===== config.mk =====
export PLATFORM = sky130hd
export DESIGN_NAME = vx_fetch_arbiter_flat
export DESIGN_NICKNAME = d
export VERILOG_FILES = /design/src/rtl/vx_fetch_arb_pkg.sv /design/src/rtl/vx_fetch_arbiter_if.sv /design/src/rtl/vx_rr_picker.sv /design/src/rtl/vx_fetch_arbiter.sv /design/src/flat_wrapper.sv
export SDC_FILE = /design/constraint.sdc
export NUM_CORES = 1
export LEC_CHECK = 0
export BUFFER_PORTS_ARGS = -buffer_cell sky130_fd_sc_hd__buf_4
export CAP_MARGIN = 20
export CORE_MARGIN = 3
export CORE_UTILIZATION = 43
export DETAILED_ROUTE_END_ITERATION = 8
export PLACE_DENSITY = 0.79
export RECOVER_POWER = 100
export SYNTH_ARGS = -nofsm -noshare
export SYNTH_HDL_FRONTEND = slang
export SYNTH_HIERARCHICAL = 1
export SYNTH_SLANG_ARGS = --single-unit
export TNS_END_PERCENT = 100

===== constraint.sdc =====
create_clock -name clk -period 4.5 [get_ports clk]
set_clock_uncertainty 0.15 [all_clocks]
set_input_delay 0.45 -clock clk [delete_from_list [all_inputs] [get_ports clk]]
set_output_delay 0.45 -clock clk [all_outputs]
set_load 0.005 [all_outputs]

===== src/rtl/vx_fetch_arb_pkg.sv =====
// vx_fetch_arbiter shared types: run/drain state encoding and credit width.
package vx_fetch_arb_pkg;

    typedef enum logic [1:0] {
        ST_IDLE,
        ST_RUN,
        ST_DRAIN
    } fetch_state_e;

    localparam int CREDIT_W = 3;

endpackage


===== src/rtl/vx_fetch_arbiter_if.sv =====
// Fetch request (valid/ready) and icache credit-return bundle.
interface vx_fetch_arbiter_if #(
    parameter int WID_W    = 2,
    parameter int PC_WIDTH = 32
);
    logic                req_valid;
    logic [WID_W-1:0]    req_wid;
    logic [PC_WIDTH-1:0] req_pc;
    logic                req_ready;
    logic                rsp_valid;
    logic [WID_W-1:0]    rsp_wid;

    modport master (
        output req_valid, req_wid, req_pc,
        input  req_ready, rsp_valid, rsp_wid
    );

    modport slave (
        input  req_valid, req_wid, req_pc,
        output req_ready, rsp_valid, rsp_wid
    );
endinterface


===== src/rtl/vx_rr_picker.sv =====
// Combinational round-robin find-first starting at ptr_i, wrapping at N-1.
module vx_rr_picker #(
    parameter int N = 4,
    parameter int W = $clog2(N)
) (
    input  logic [N-1:0] req_i,
    input  logic [W-1:0] ptr_i,
    output logic [W-1:0] gnt_o,
    output logic         valid_o
);
    // Scan from the far end so the nearest hit to ptr_i wins.
    always_comb begin
        gnt_o   = '0;
        valid_o = 1'b0;
        for (int k = N - 1; k >= 0; k--) begin
            if (req_i[ptr_i + W'(k)]) begin
                gnt_o   = ptr_i + W'(k);
                valid_o = 1'b1;
            end
        end
    end
endmodule


===== src/rtl/vx_fetch_arbiter.sv =====
// Round-robin warp fetch scheduler with per-warp credits and run/drain FSM.
// Optional perf counters enabled by defining VX_FETCH_ARB_PERF_EN.
module vx_fetch_arbiter
    import vx_fetch_arb_pkg::*;
#(
    parameter int NUM_WARPS    = 4,
    parameter int PC_WIDTH     = 32,
    parameter int MAX_INFLIGHT = 2
) (
    input  logic                          clk,
    input  logic                          reset,
    input  logic                          start,
    input  logic                          stop,
    input  logic [NUM_WARPS-1:0]          warp_active,
    input  logic [NUM_WARPS-1:0]          warp_stalled,
    input  logic [NUM_WARPS*PC_WIDTH-1:0] warp_pc,
    vx_fetch_arbiter_if.master            fif,
    output logic                          busy,
    output logic [31:0]                   perf_issued,
    output logic [31:0]                   perf_stall
);
    localparam int WID_W = $clog2(NUM_WARPS);

    fetch_state_e        state_q, state_d;
    logic                req_valid_q, req_valid_d;
    logic [WID_W-1:0]    req_wid_q, req_wid_d;
    logic [PC_WIDTH-1:0] req_pc_q, req_pc_d;
    logic [WID_W-1:0]    rr_ptr_q, rr_ptr_d;
    logic [CREDIT_W-1:0] credit_q [NUM_WARPS];
    logic [CREDIT_W-1:0] credit_d [NUM_WARPS];

    logic [NUM_WARPS-1:0] eligible;
    logic [NUM_WARPS-1:0] inc, dec;
    logic [WID_W-1:0]     sel;
    logic                 sel_valid;
    logic                 load, accept, credits_zero;

    always_comb begin
        eligible     = '0;
        credits_zero = 1'b1;
        for (int i = 0; i < NUM_WARPS; i++) begin
            eligible[i] = warp_active[i] && !warp_stalled[i] &&
                          (credit_q[i] < CREDIT_W'(MAX_INFLIGHT));
            if (credit_q[i] != '0) credits_zero = 1'b0;
        end
    end

    vx_rr_picker #(.N(NUM_WARPS), .W(WID_W)) u_picker (
        .req_i   (eligible),
        .ptr_i   (rr_ptr_q),
        .gnt_o   (sel),
        .valid_o (sel_valid)
    );

    assign accept = req_valid_q && fif.req_ready;
    assign load   = (state_q == ST_RUN) &&
                    (!req_valid_q || fif.req_ready) && sel_valid;

    always_comb begin
        state_d = state_q;
        unique case (state_q)
            ST_IDLE:  if (start) state_d = ST_RUN;
            ST_RUN:   if (stop) state_d = ST_DRAIN;
            ST_DRAIN: if (!req_valid_q && credits_zero) state_d = ST_IDLE;
            default:  state_d = ST_IDLE;
        endcase
    end

    always_comb begin
        req_valid_d = req_valid_q;
        req_wid_d   = req_wid_q;
        req_pc_d    = req_pc_q;
        rr_ptr_d    = rr_ptr_q;
        if (load) begin
            req_valid_d = 1'b1;
            req_wid_d   = sel;
            req_pc_d    = warp_pc[int'(sel)*PC_WIDTH +: PC_WIDTH];
            rr_ptr_d    = sel + WID_W'(1);
        end else if (accept) begin
            req_valid_d = 1'b0;
        end
    end

    // Issue and return on the same warp cancel; stray returns saturate at 0.
    always_comb begin
        inc = '0;
        dec = '0;
        for (int i = 0; i < NUM_WARPS; i++) begin
            inc[i]      = load && (sel == WID_W'(i));
            dec[i]      = fif.rsp_valid && (fif.rsp_wid == WID_W'(i));
            credit_d[i] = credit_q[i];
            if (inc[i] && !dec[i])
                credit_d[i] = credit_q[i] + CREDIT_W'(1);
            else if (dec[i] && !inc[i] && credit_q[i] != '0)
                credit_d[i] = credit_q[i] - CREDIT_W'(1);
        end
    end

    always_ff @(posedge clk) begin
        if (reset) begin
            state_q     <= ST_IDLE;
            req_valid_q <= 1'b0;
            req_wid_q   <= '0;
            req_pc_q    <= '0;
            rr_ptr_q    <= '0;
            for (int i = 0; i < NUM_WARPS; i++) credit_q[i] <= '0;
        end else begin
            state_q     <= state_d;
            req_valid_q <= req_valid_d;
            req_wid_q   <= req_wid_d;
            req_pc_q    <= req_pc_d;
            rr_ptr_q    <= rr_ptr_d;
            for (int i = 0; i < NUM_WARPS; i++) credit_q[i] <= credit_d[i];
        end
    end

    a_no_stray_rsp: assert property (@(posedge clk) disable iff (reset)
        !(fif.rsp_valid && credit_q[fif.rsp_wid] == '0));

    assign fif.req_valid = req_valid_q;
    assign fif.req_wid   = req_wid_q;
    assign fif.req_pc    = req_pc_q;
    assign busy          = (state_q != ST_IDLE) || req_valid_q;

`ifdef VX_FETCH_ARB_PERF_EN
    logic [31:0] issued_q, stall_q;

    always_ff @(posedge clk) begin
        if (reset) begin
            issued_q <= '0;
            stall_q  <= '0;
        end else begin
            if (accept) issued_q <= issued_q + 32'd1;
            if (req_valid_q && !fif.req_ready) stall_q <= stall_q + 32'd1;
        end
    end

    assign perf_issued = issued_q;
    assign perf_stall  = stall_q;
`else
    assign perf_issued = '0;
    assign perf_stall  = '0;
`endif

endmodule

===== src/flat_wrapper.sv =====
// flat-port wrapper written by rule: the top's interface ports become plain ports
module vx_fetch_arbiter_flat import vx_fetch_arb_pkg::*;
#(
    parameter int NUM_WARPS    = 4,
    parameter int PC_WIDTH     = 32,
    parameter int MAX_INFLIGHT = 2
)
  (clk, reset, start, stop, warp_active, warp_stalled, warp_pc, busy, perf_issued, perf_stall, fif_req_valid, fif_req_wid, fif_req_pc, fif_req_ready, fif_rsp_valid, fif_rsp_wid);
  vx_fetch_arbiter_if #(.PC_WIDTH(PC_WIDTH)) fif_i ();
  input  logic clk;
  input  logic reset;
  input  logic start;
  input  logic stop;
  input  logic [NUM_WARPS-1:0] warp_active;
  input  logic [NUM_WARPS-1:0] warp_stalled;
  input  logic [NUM_WARPS*PC_WIDTH-1:0] warp_pc;
  output logic busy;
  output logic [31:0] perf_issued;
  output logic [31:0] perf_stall;
  output wire logic [$bits(fif_i.req_valid)-1:0] fif_req_valid;
  output wire logic [$bits(fif_i.req_wid)-1:0] fif_req_wid;
  output wire logic [$bits(fif_i.req_pc)-1:0] fif_req_pc;
  input wire logic [$bits(fif_i.req_ready)-1:0] fif_req_ready;
  input wire logic [$bits(fif_i.rsp_valid)-1:0] fif_rsp_valid;
  input wire logic [$bits(fif_i.rsp_wid)-1:0] fif_rsp_wid;
  assign fif_req_valid = fif_i.req_valid;
  assign fif_req_wid = fif_i.req_wid;
  assign fif_req_pc = fif_i.req_pc;
  assign fif_i.req_ready = fif_req_ready;
  assign fif_i.rsp_valid = fif_rsp_valid;
  assign fif_i.rsp_wid = fif_rsp_wid;
  vx_fetch_arbiter #(.NUM_WARPS(NUM_WARPS), .PC_WIDTH(PC_WIDTH), .MAX_INFLIGHT(MAX_INFLIGHT)) u_core (.clk(clk), .reset(reset), .start(start), .stop(stop), .warp_active(warp_active), .warp_stalled(warp_stalled), .warp_pc(warp_pc), .fif(fif_i), .busy(busy), .perf_issued(perf_issued), .perf_stall(perf_stall));
endmodule

; ---- After elaboration in Yosys (flattened, before gate mapping)
; Memories as Yosys holds them, arrays and structs flattened.
; Index checks and enable logic that the tools add are counted.
[word_totals]
register_bits = 39
ram_bits = 12
input_bits = 144
output_inout_bits = 100
wordCells = 140
mem_count = 1
[mem_list]
columns = memory, words, width, read_ports, rd_ports_with_merged_regs, wr, line
row1 = u_core.credit_q, 4, 3, 4, 0, 4, vx_fetch_arbiter.sv:29  ; logic [CREDIT_W-1:0] credit_q [NUM_WARPS];
[classes]
addsub = 12
magnitude_cmp = 8
n_eq_ne = 11
shifts = 1
mux = 41
bitwise = 4
n_reduce_logical = 57
[op_table]
columns = op, count
row1 = $shiftx 128x8->32, 1
row2 = $mux 3, 12
row3 = $logic_and 1x1->1, 32
row4 = $mux 1, 17
row5 = $mux 2, 7
row6 = $logic_not 1->1, 13
row7 = $add 3x1->3 const B, 4
row8 = $lt 2x3->1 const B, 4
row9 = $lt 3x2->1 const B, 4
row10 = $reduce_bool 3->1, 4
row11 = $sub 3x1->3 const B, 4
row12 = $eq 2x2->1 const B, 5
row13 = $bmux 1 s2, 4
row14 = $eq 2x1->1 const B, 3
row15 = $logic_not 2->1, 3
row16 = $pmux 2 s3, 1
row17 = $add 2x1->2 const B, 2
row18 = $add 2x2->2 const B, 2
row19 = $ne 2x2->1 const B, 2
row20 = $or 1x1->1, 4
row21 = $reduce_bool 2->1, 2
row22 = $reduce_and 3->1, 1
row23 = $logic_or 1x1->1, 2
row24 = $ne 2x1->1 const B, 1

; ---- Depth between registers and ports, before layout
[depth]
word_depth = 17
depth_mapped = 15

; ---- Modules after synthesis
; The synthesis kept the hierarchy.
[modules_own_cells]
columns = module, instances, cells_per_inst, area_each_um2, seq_area_each_um2
row1 = vx_fetch_arbiter, 1, 383, 3590.9, 1021.0
row2 = vx_rr_picker, 1, 13, 77.6, 0.0

; ---- Least setup slack after synthesis
; Ideal clock, no wire load.
[synth_path]
path_type = input to register
start = input warp_stalled[1]
end = memory u_core.credit_q[0][2]
setup_time_ps = 123
arrival_ps = 3234
t_required_ps = 4227
setup_slack_ps = 993
cell_stages = 15
n_path_buf = 2
cell_sequence = nor4b_1 nor3b_1 a211oi_1 nor2_1 buf_2 buf_1 inv_1 ha_1 nand4b_1 or3_4 fa_1 inv_1 nor4_1 a31oi_1 mux2_1
[synth_rtl]
columns = item, line
row1 = start: declaration, flat_wrapper.sv:15  ; input logic [NUM_WARPS-1:0] warp_stalled;
row2 = end: declaration, vx_fetch_arbiter.sv:29

==> summary.txt <==
STA
  • Slew HR: 1.80%
  • Final worst path period share: 84.7%
  • Final Hold Fails: 0
  • Fmax: 262 MHz
  • Final setup vio count: 0
  • TNS Setup: 0 ns
  • Fin. max-slew vios: 0
  • RSZ-0062 raised after global routing: false
  • Slew of the pin with the lowest slew margin: 1.47 ns
  • Crit path time final: 3.81 ns

CTS
  • Post-CTS Resized: 0
  • Post-CTS Hold Buffers: 0
  • # Post-CTS Setup Buffers: 0
  • Clk Latency, worst-skew pair: 0.29 ns
  • Clock slew at reported path FFs: 0.10 ns
  • H-tree Lvls: 2
  • Root Driver: clkbuf_8
  • Deepest clock path buffer count: 2
  • Number of buffers created by CTS: 5
  • Clk sinks: 51
  • TritonCTS clock tree: yes

Routing
  • Vias per std cell: 4.88
  • Final wirelength: 10.1 mm
  • Antenna Violating Nets Remaining: 0
  • Drt pass-1 iters: 4
  • Starting DRT DRC Count: 62
  • Drt drc: 0
  • Routed WL per cell: 15.2 um
  • Vias: around 3300

Critical path
  • Startpoint Class: register
  • CP endpoint: u_core/credit_q[3][2]$_SDFFE_PP0P_
  • CP Launch Point: u_core/credit_q[3][1]$_SDFFE_PP0P_
  • Cells on worst reg2reg path: 10
  • R2R Path End: u_core/credit_q[3][2]$_SDFFE_PP0P_
  • Req. time, crit path: 4.54 ns
  • Reg2reg start: u_core/credit_q[3][1]$_SDFFE_PP0P_
  • R2R setup slack: 0.69 ns
  • Setup Crit Path Kind: reg -> reg
  • Crit path max fanout: 4
  • Worst Path Arrival: 3.86 ns
  • CP Capture Type: register

Place
  • # placed instances: 660
  • HPWL Detailed: 8.33 mm
  • # port buffers: 179
  • Final weighted congestion in routability-driven placement: 0.852

Synthesis
  • Sequential area share after synthesis: 27.8%
  • Post-synthesis average cell area: 9.26 sq um
  • Syn Inst Count: 396
  • Most common flop cell mapped by yosys: dfxtp_1
  • Post-synth EDFFs: 0
  • Unique masters post-synth: 47
  • Ys async rst share: 0%
  • #FFs+latches synth: 51
  • YS warnings: 6
  • Mapped Area: 3670 sq um

Pwr
  • Part of the power in registers: 41.8%
  • Comb pwr share: 32.5%
  • Net Switching: 335 uW
  • Sw Share: 28.0%
  • Clock power frac: about a quarter
  • Peak VDD IR: 0.000125 V
  • Internal: 863 uW
  • PwrDens: 248 nW/um^2
  • Leakage power: 2.13 nW

Finish
  • Ant. Diodes: 0
  • Final net count: 714
  • Fill cell count: 739
  • Most common cell after layout, fill and taps aside: buf_4
  • Area grow syn2layout: 31.9%
  • Share of cells above drive strength 1: 38.3%
  • Final std cells w/o fill: 667
  • Commonest cells after routing, fill and taps aside: buf_4 (145), nand2_1 (78), conb_1 (64)
  • Footprint of the multi-input gates: between 2000 and 2500 sq um
  • Register area: 1020 sq um

Die
  • Placeable Area: 8260 sq um
  • Initial core utilization: 44.4%
  • I/O Pins: 244
  • Die area: 9680 sq um
  • Die W: 98.4 um
  • Std-Cell Rows: 33
  • Die Y: 98.4 um

GRT
  • All-layer global routing usage: 20.1%
  • Global-route wire length before repair: around 16 mm
  • Largest net degree at the start of global routing: 64
  • Vias in the first global route: 3249
  • Initial antenna violation count: 0
  • Grt ovf: 0

Outcome
  • Outcome: finished clean

Min path
  • Hold Path Class: in -> reg
  • Hold path depth: 3

Job
  • Max cap viols: 0
power groups by stage:
stage | Sequential, mW | Combinational [mW] | Clock (mW)
2_1_floorplan | 0.510 | 0.273 | 0
3_3_place_gp | 0.510 | 0.396 | 0
3_5_place_dp | 0.512 | 0.406 | 0
4_1_cts | 0.502 | 0.406 | 0.322
5_1_grt | 0.505 | 0.432 | 0.340
6_report | 0.501 | 0.390 | 0.307
per-layer routing:
layer / wire [um] / vias to the layer above / track usage (%)
li1: - / 1583 / -
met1: 3350 / 1519 / 20.1
met2: 5650 / 135 / 38.1
met3: 885 / 16 / 7.57
met4: 238 / 0 / 6.30
met5: 0 / - / 0
synth_stat cells (all sizes together), types with 5 or more instances:
cell type | number | area, sq um
nand2b | 11 | 68.8
dfxtp | 51 | 1020
nor2b | 9 | 56.3
nor4b | 5 | 43.8
nor2 | 16 | 60.1
nand3 | 5 | 30.0
mux4 | 32 | 721
inv | 7 | 26.3
mux2i | 7 | 70.1
mux2 | 8 | 93.8
nand2 | 78 | 293
buf | 80 | 561
a21oi | 38 | 190
clkbuf | 6 | 22.5
nor3 | 5 | 25.0
final cells by class:
type,count,area share [%]
clock inverters,1,0.620
well taps,105,2.71
repair buffers,182,26.7
flip-flops and latches,51,21.1
inverters,7,0.543
clock buffers,6,1.50
multi-input cells,315,46.8
how the worst min path moves through the flow:
| stage | start | end | slack, ns |
|---|---|---|---|
| 2_1_floorplan | u_core/fif.req_pc[0]$_SDFFE_PP0P_ | u_core/fif.req_pc[0]$_SDFFE_PP0P_ | 0.30 |
| 5_1_grt | stop | u_core/state_q[1]$_SDFFE_PP0P_ | 0.28 |
| 6_report | stop | u_core/state_q[1]$_SDFFE_PP0P_ | 0.26 |
| 4_1_cts | stop | u_core/state_q[1]$_SDFFE_PP0P_ | 0.25 |
| 3_3_place_gp | u_core/fif.req_pc[18]$_SDFFE_PP0P_ | u_core/fif.req_pc[18]$_SDFFE_PP0P_ | 0.29 |
| 3_5_place_dp | u_core/fif.req_pc[25]$_SDFFE_PP0P_ | u_core/fif.req_pc[25]$_SDFFE_PP0P_ | 0.30 |
worst max-delay path: stages (launching register included):
cell and delay, ns:
dfxtp_1 0.35, nor4b_1 0.66, mux2i_1 0.17, a211oi_1 0.50
ha_1 0.23, and4b_2 0.23, nand3_1 0.14, fa_1 0.48
nor4b_1 0.32, o2bb2ai_1 0.16, mux2_2 0.34
sequential cells by signal (all words and copies together), names as in the netlist:
| signal | cells |
|---|---|
| u_core/fif.req_pc | 32 |
| u_core/state_q | 2 |
| u_core/rr_ptr_q | 2 |
| u_core/fif.req_valid | 1 |
| u_core/fif.req_wid | 2 |
| u_core/credit_q | 12 |
cells by family after synthesis:
family                     after synthesis  synth area share, %
AOI/OAI and AO/OA                       50                 7.91
adders and majority gates                8                 3.55
buffers and inverters                   93                 16.6
DFF                                     51                 27.8
muxes                                   47                 24.1
other                                    1                0.102
and+or+nand+nor                        146                 19.9
stage by stage:
stage / hold WS, ns / setup slack [ns] / utilization, % / area (sq um) / total power [mW]
2_1_floorplan: 0.303 / 0.993 / - / 3910 / 0.783
3_3_place_gp: 0.293 / 0.786 / 58.5 / 4830 / 0.906
3_5_place_dp: 0.297 / 0.638 / 58.5 / 4830 / 0.918
4_1_cts: 0.248 / 0.783 / 59.8 / 4940 / 1.23
5_1_grt: 0.278 / 0.303 / 58.6 / 4840 / 1.28
6_report: 0.261 / 0.687 / 58.6 / 4840 / 1.20
Power figures use the tool's default switching activity.
